File: config.mk
export PLATFORM = sky130hd
export DESIGN_NAME = hex_display_ctrl
export DESIGN_NICKNAME = d
export VERILOG_FILES = /design/src/rtl/hex_display_ctrl.sv
export SDC_FILE = /design/constraint.sdc
export NUM_CORES = 1
export LEC_CHECK = 0
export ABC_CLOCK_PERIOD_IN_PS = 2400
export CAP_MARGIN = 20
export CORE_AREA = 2 2 152 154
export CTS_CLUSTER_SIZE = 14
export DETAILED_ROUTE_END_ITERATION = 8
export DIE_AREA = 0 0 154 156
export HOLD_SLACK_MARGIN = 0.03
export PLACE_DENSITY = 0.65
export SLEW_MARGIN = 40
export SYNTH_ARGS = -nofsm -noshare
export SYNTH_HDL_FRONTEND = slang
export SYNTH_SLANG_ARGS = --single-unit
File: constraint.sdc
create_clock -name clk -period 2.4 [get_ports clk]
set_input_delay 0.36 -clock clk [delete_from_list [all_inputs] [get_ports clk]]
set_output_delay 0.36 -clock clk [all_outputs]
set_load 0.02 [all_outputs]
File: src/rtl/hex_display_ctrl.sv
// Multi-digit active-low seven-segment controller: latches a value and shows it in hex or decimal,
// with overflow dashes, leading-zero blanking and whole-display blinking.
module hex_display_ctrl #(
  parameter int unsigned NUM_DIGITS = 6,
  parameter int unsigned VALUE_W    = 20,
  parameter int unsigned BLINK_DIV  = 25000000
) (
  input  logic                    clk,
  input  logic                    reset,
  input  logic [VALUE_W-1:0]      value,
  input  logic                    load,
  input  logic                    mode,
  input  logic                    blank_lz,
  input  logic                    blink_en,
  output logic [7*NUM_DIGITS-1:0] seg,
  output logic                    busy,
  output logic                    done,
  output logic                    overflow
);

  localparam int unsigned BcdW   = 4 * NUM_DIGITS;
  localparam int unsigned CntW   = $clog2(VALUE_W);
  localparam int unsigned BlinkW = (BLINK_DIV > 1) ? $clog2(BLINK_DIV) : 1;

  localparam logic [6:0] SegBlank = 7'b1111111;
  localparam logic [6:0] SegDash  = 7'b0111111;

  typedef enum logic [1:0] {StIdle, StConvert, StUpdate} state_e;

  state_e              state_q;
  logic [VALUE_W-1:0]  shift_q;
  logic                mode_q;
  logic [BcdW-1:0]     bcd_q;
  logic                ovf_acc_q;
  logic [CntW-1:0]     cnt_q;
  logic [BcdW-1:0]     digits_q;
  logic                overflow_q;
  logic                busy_q;
  logic                done_q;
  logic [BlinkW-1:0]   blink_cnt_q;
  logic                blink_off_q;

  logic [BcdW-1:0]     bcd_adj;
  logic [BcdW-1:0]     bcd_shift;
  logic                carry_out;
  logic [BcdW-1:0]     hex_digits;

  function automatic logic [6:0] hex_glyph(input logic [3:0] nib);
    logic [6:0] g;
    case (nib)
      4'h0: g = 7'b1000000;
      4'h1: g = 7'b1111001;
      4'h2: g = 7'b0100100;
      4'h3: g = 7'b0110000;
      4'h4: g = 7'b0011001;
      4'h5: g = 7'b0010010;
      4'h6: g = 7'b0000010;
      4'h7: g = 7'b1111000;
      4'h8: g = 7'b0000000;
      4'h9: g = 7'b0010000;
      4'hA: g = 7'b0001000;
      4'hB: g = 7'b0000011;
      4'hC: g = 7'b1000110;
      4'hD: g = 7'b0100001;
      4'hE: g = 7'b0000110;
      default: g = 7'b0001110;
    endcase
    return g;
  endfunction

  // Double-dabble step: adjust nibbles >= 5, then shift in the next value bit MSB first.
  always_comb begin
    bcd_adj = '0;
    for (int d = 0; d < int'(NUM_DIGITS); d++) begin
      if (bcd_q[4*d +: 4] >= 4'd5) bcd_adj[4*d +: 4] = bcd_q[4*d +: 4] + 4'd3;
      else                         bcd_adj[4*d +: 4] = bcd_q[4*d +: 4];
    end
    bcd_shift = {bcd_adj[BcdW-2:0], shift_q[VALUE_W-1]};
    // A bit leaving the top digit means the value needs more than NUM_DIGITS decimal digits.
    carry_out = bcd_adj[BcdW-1];
  end

  for (genvar b = 0; b < int'(BcdW); b++) begin : g_hex
    if (b < int'(VALUE_W)) begin : g_bit
      assign hex_digits[b] = shift_q[b];
    end else begin : g_pad
      assign hex_digits[b] = 1'b0;
    end
  end

  always_ff @(posedge clk) begin
    if (reset) begin
      state_q     <= StIdle;
      shift_q     <= '0;
      mode_q      <= 1'b0;
      bcd_q       <= '0;
      ovf_acc_q   <= 1'b0;
      cnt_q       <= '0;
      digits_q    <= '0;
      overflow_q  <= 1'b0;
      busy_q      <= 1'b0;
      done_q      <= 1'b0;
      blink_cnt_q <= '0;
      blink_off_q <= 1'b0;
    end else begin
      if (blink_cnt_q == BlinkW'(BLINK_DIV - 1)) begin
        blink_cnt_q <= '0;
        blink_off_q <= ~blink_off_q;
      end else begin
        blink_cnt_q <= blink_cnt_q + BlinkW'(1);
      end

      done_q <= 1'b0;
      unique case (state_q)
        StIdle: begin
          // busy_q is still high here only during the done cycle.
          if (busy_q) begin
            busy_q <= 1'b0;
          end else if (load) begin
            shift_q   <= value;
            mode_q    <= mode;
            bcd_q     <= '0;
            ovf_acc_q <= 1'b0;
            cnt_q     <= '0;
            busy_q    <= 1'b1;
            state_q   <= mode ? StConvert : StUpdate;
          end
        end
        StConvert: begin
          bcd_q     <= bcd_shift;
          ovf_acc_q <= ovf_acc_q | carry_out;
          shift_q   <= {shift_q[VALUE_W-2:0], 1'b0};
          cnt_q     <= cnt_q + CntW'(1);
          if (cnt_q == CntW'(VALUE_W - 1)) state_q <= StUpdate;
        end
        StUpdate: begin
          digits_q   <= mode_q ? bcd_q : hex_digits;
          overflow_q <= mode_q & ovf_acc_q;
          done_q     <= 1'b1;
          state_q    <= StIdle;
        end
        default: state_q <= StIdle;
      endcase
    end
  end

  logic       lead_zero;
  logic [3:0] nib_c;

  always_comb begin
    seg       = '0;
    lead_zero = 1'b1;
    nib_c     = '0;
    for (int i = int'(NUM_DIGITS) - 1; i >= 0; i--) begin
      nib_c     = digits_q[4*i +: 4];
      lead_zero = lead_zero & (nib_c == 4'd0);
      if (blink_en && blink_off_q)            seg[7*i +: 7] = SegBlank;
      else if (overflow_q)                    seg[7*i +: 7] = SegDash;
      else if (blank_lz && lead_zero && i != 0) seg[7*i +: 7] = SegBlank;
      else                                    seg[7*i +: 7] = hex_glyph(nib_c);
    end
  end

  assign busy     = busy_q;
  assign done     = done_q;
  assign overflow = overflow_q;

endmodule

==> out/qor.txt <==
status -> completed
dpl cells -> 1242
post-layout worst setup margin -> 0.0580 ns
Final period util -> 97.6%
n_diodes -> 0
total die area -> 0.0240 mm²
worst slack at placement -> -0.200 ns
number of synthesized flops with an enable pin -> 0
post-route setup TNS -> 0 ns
CTS H-tree lvls -> 4
WHS -> 0.311 ns
Mapped Cells -> 896
Syn Nets -> 972
number of synthesized register bits -> 148
Horiz. Die Dim -> 154 µm
drc violations -> 0
Final min period -> 2.34 ns
Final Util -> 43.8%
Placed Area -> 0.00907 mm²
Pleak -> 3.86 nW
initial antenna violation count -> 0
CP cell instances -> nor4_4 -> buf_4 -> nand4_1 -> buf_6 -> nor2_4 -> buf_6 -> or3_1 -> buf_6
initial DRC count -> 424
final setup fails -> 0
YS warnings -> 0
PwrDens -> 674 mW/mm²
critical path class -> reg -> out
number of buffers and inverters on the critical path -> 4
Die Y -> 156 µm
number of buffers added on ports -> 70
root buf cell -> clkbuf_16
I/O pins -> 71
Core Region -> 0.0224 mm²
CP startpoint kind -> flip-flop
Crit path largest cell delay -> 0.34 ns
Distinct cells, synth -> 53
total CTS buffers -> 17
P&R area growth vs syn -> 23.7%
Max-Cap Viols -> 0
Worst path slowest cell -> dfxtp_2
Synth Area per Inst -> 8.84 µm²
Total Routing Usage GR -> 15.5%
CTS tree -> yes
sequential area share after synthesis -> 37.4%
Vias/cell -> 5.11
Levels on crit path -> 8
hold depth -> 2
Final Skew -> 0.00758 ns
cell mode on critical path -> buf_6
Post-DRT Antenna Nets -> 0
Worst EP arrival -> 1.98 ns
Worst Path Max Fanout -> 6
vias in the first global route -> 6334
deepest clock path buffer count -> 2
CP delay by family, top -> simple AND/OR/NAND/NOR gates
# Post-CTS Setup Buffers -> 0
Cell Rows -> 55
FMAX -> 427 MHz
Final Wtd Congestion -> 0.830
via count -> 6514
type of destination of the critical path -> output port
clock sinks -> 148
DRT Pass-1 Iters -> 6
# nets final -> 1053
Starting Density -> 35.4%
VDD IR max -> 0.000413 V
Power Total -> 6.60 mW
Final Cell Area -> 0.00980 mm²
RSZ-0062 raised after global routing -> true
WL/cell -> 14.5 µm
Worst Hold Class -> in -> reg
async set or reset register ratio after synthesis -> 0%
final hold violations -> 0
layout cells sized above 1 -> 18.5%
Critical Path RT -> 2.04 ns
largest net degree at the start of global routing -> 47
Most used DFF post-synth -> dfxtp_1
Syn Std Cell Area -> 0.00792 mm²
R2R cell count -> 9
worst slew pin tran -> 0.680 ns
DP HPWL -> 13.0 mm
Slew headroom -> 54.7%
fin cells -> 1275
Skew-Pair Late Insertion Delay -> 0.42 ns
Clk pin slew, worst setup/hold paths -> 0.06 ns
Final Max Tran Viols -> 0
Overflow after GRT -> 0
first-pass GRT wire length -> 30.4 mm
wirelength, routed -> 18.5 mm
-- metal layers --
metal | wire (µm) | vias to the layer above | global-route usage [%]
li1 | - | 3309 | -
met1 | 8560 | 3100 | 18.8
met2 | 9240 | 90 | 27.6
met3 | 513 | 15 | 3.36
met4 | 202 | 0 | 4.36
met5 | 0 | - | 0
-- cells in the final DEF (no fill, tap or decap), types with 5 or more instances in the layout --
| cell | instances |
|---|---|
| mux2i_4 | 5 |
| dfxtp_1 | 145 |
| or2_2 | 19 |
| dlygate4sd2_1 | 11 |
| buf_2 | 5 |
| a22oi_1 | 17 |
| mux2i_1 | 43 |
| a31oi_1 | 5 |
| nor3_1 | 22 |
| buf_6 | 16 |
| o211ai_1 | 7 |
| a211oi_1 | 12 |
| nand2b_1 | 18 |
| or3_1 | 8 |
| nor2_1 | 113 |
| nand4_1 | 10 |
| or3_4 | 11 |
| a222oi_1 | 12 |
| xnor2_1 | 19 |
| xor2_1 | 20 |
| o21ai_0 | 36 |
| a21oi_1 | 35 |
| nand3_1 | 25 |
| o22ai_1 | 13 |
| mux2_2 | 21 |
| and3_1 | 11 |
| a211oi_2 | 5 |
| a311oi_1 | 7 |
| inv_1 | 44 |
| buf_4 | 36 |
| nand2_1 | 55 |
| ha_1 | 50 |
| a21o_1 | 7 |
| clkbuf_16 | 18 |
| clkdlybuf4s50_1 | 34 |
-- area by class of cell --
type / instances / area [µm²]
clock buffers: 18 / 429
clock inverters: 14 / 180
fillers: 2135 / 12600
inverters: 45 / 170
multi-input cells: 654 / 4650
flip-flops and latches: 148 / 2970
well taps: 285 / 357
repair buffers: 111 / 1040
-- cells in the mapped netlist, types with 13 or more instances --
| master | count | share of area (%) |
|---|---|---|
| dfxtp_1 | 148 | 37 |
| nor2_1 | 115 | 5.5 |
| nand2_1 | 57 | 2.7 |
| ha_1 | 50 | 7.9 |
| inv_1 | 44 | 2.1 |
| mux2i_1 | 43 | 5.4 |
| o21ai_0 | 39 | 2.5 |
| a21oi_1 | 36 | 2.3 |
| clkbuf_1 | 29 | 1.4 |
| nand3_1 | 25 | 1.6 |
| nor3_1 | 24 | 1.5 |
| mux2_2 | 21 | 3.0 |
| xor2_1 | 20 | 2.2 |
| nand2b_1 | 19 | 1.5 |
| or2_2 | 19 | 1.5 |
| or3_1 | 19 | 1.5 |
| xnor2_1 | 19 | 2.1 |
| a22oi_1 | 17 | 1.6 |
| o22ai_1 | 13 | 1.0 |
-- path summary, 6_finish.rpt --
path	end	slack [ns]	from
hold reg to reg	blink_cnt_q[0]	0.48	blink_cnt_q[0]
hold / removal	blink_off_q	0.31	reset
setup / recovery	seg[16]	0.06	digits_q[15]
setup reg to reg	flip-flop	0.13	mode_q
-- power breakdown --
| part | internal (mW) | switching, mW | total [mW] |
|---|---|---|---|
| clock network | 1.65 | 1.08 | 2.73 |
| logic | 0.579 | 0.663 | 1.24 |
| registers | 2.56 | 0.0731 | 2.63 |
-- repair_timing --
| action | 4_1_cts | 5_1_grt |
|---|---|---|
| resized for setup | 109 | 59 |
| setup endpoints to repair | 35 | 31 |
| hold buffers | 0 | 0 |
| pin swaps | 4 | 0 |
| cloned | 0 | 1 |
-- cell families after synthesis --
group / count (synthesis) / share of synthesized area (%)
AO/OA/AOI/OAI: 174 / 14.9
XOR/XNOR: 39 / 4.31
adder cells (fa/ha/maj): 50 / 7.90
buffers and inverters: 94 / 5.39
flip-flops: 148 / 37.4
multiplexers: 72 / 10.5
AND/OR/NAND/NOR: 319 / 19.6
Power figures use the tool's default switching activity.
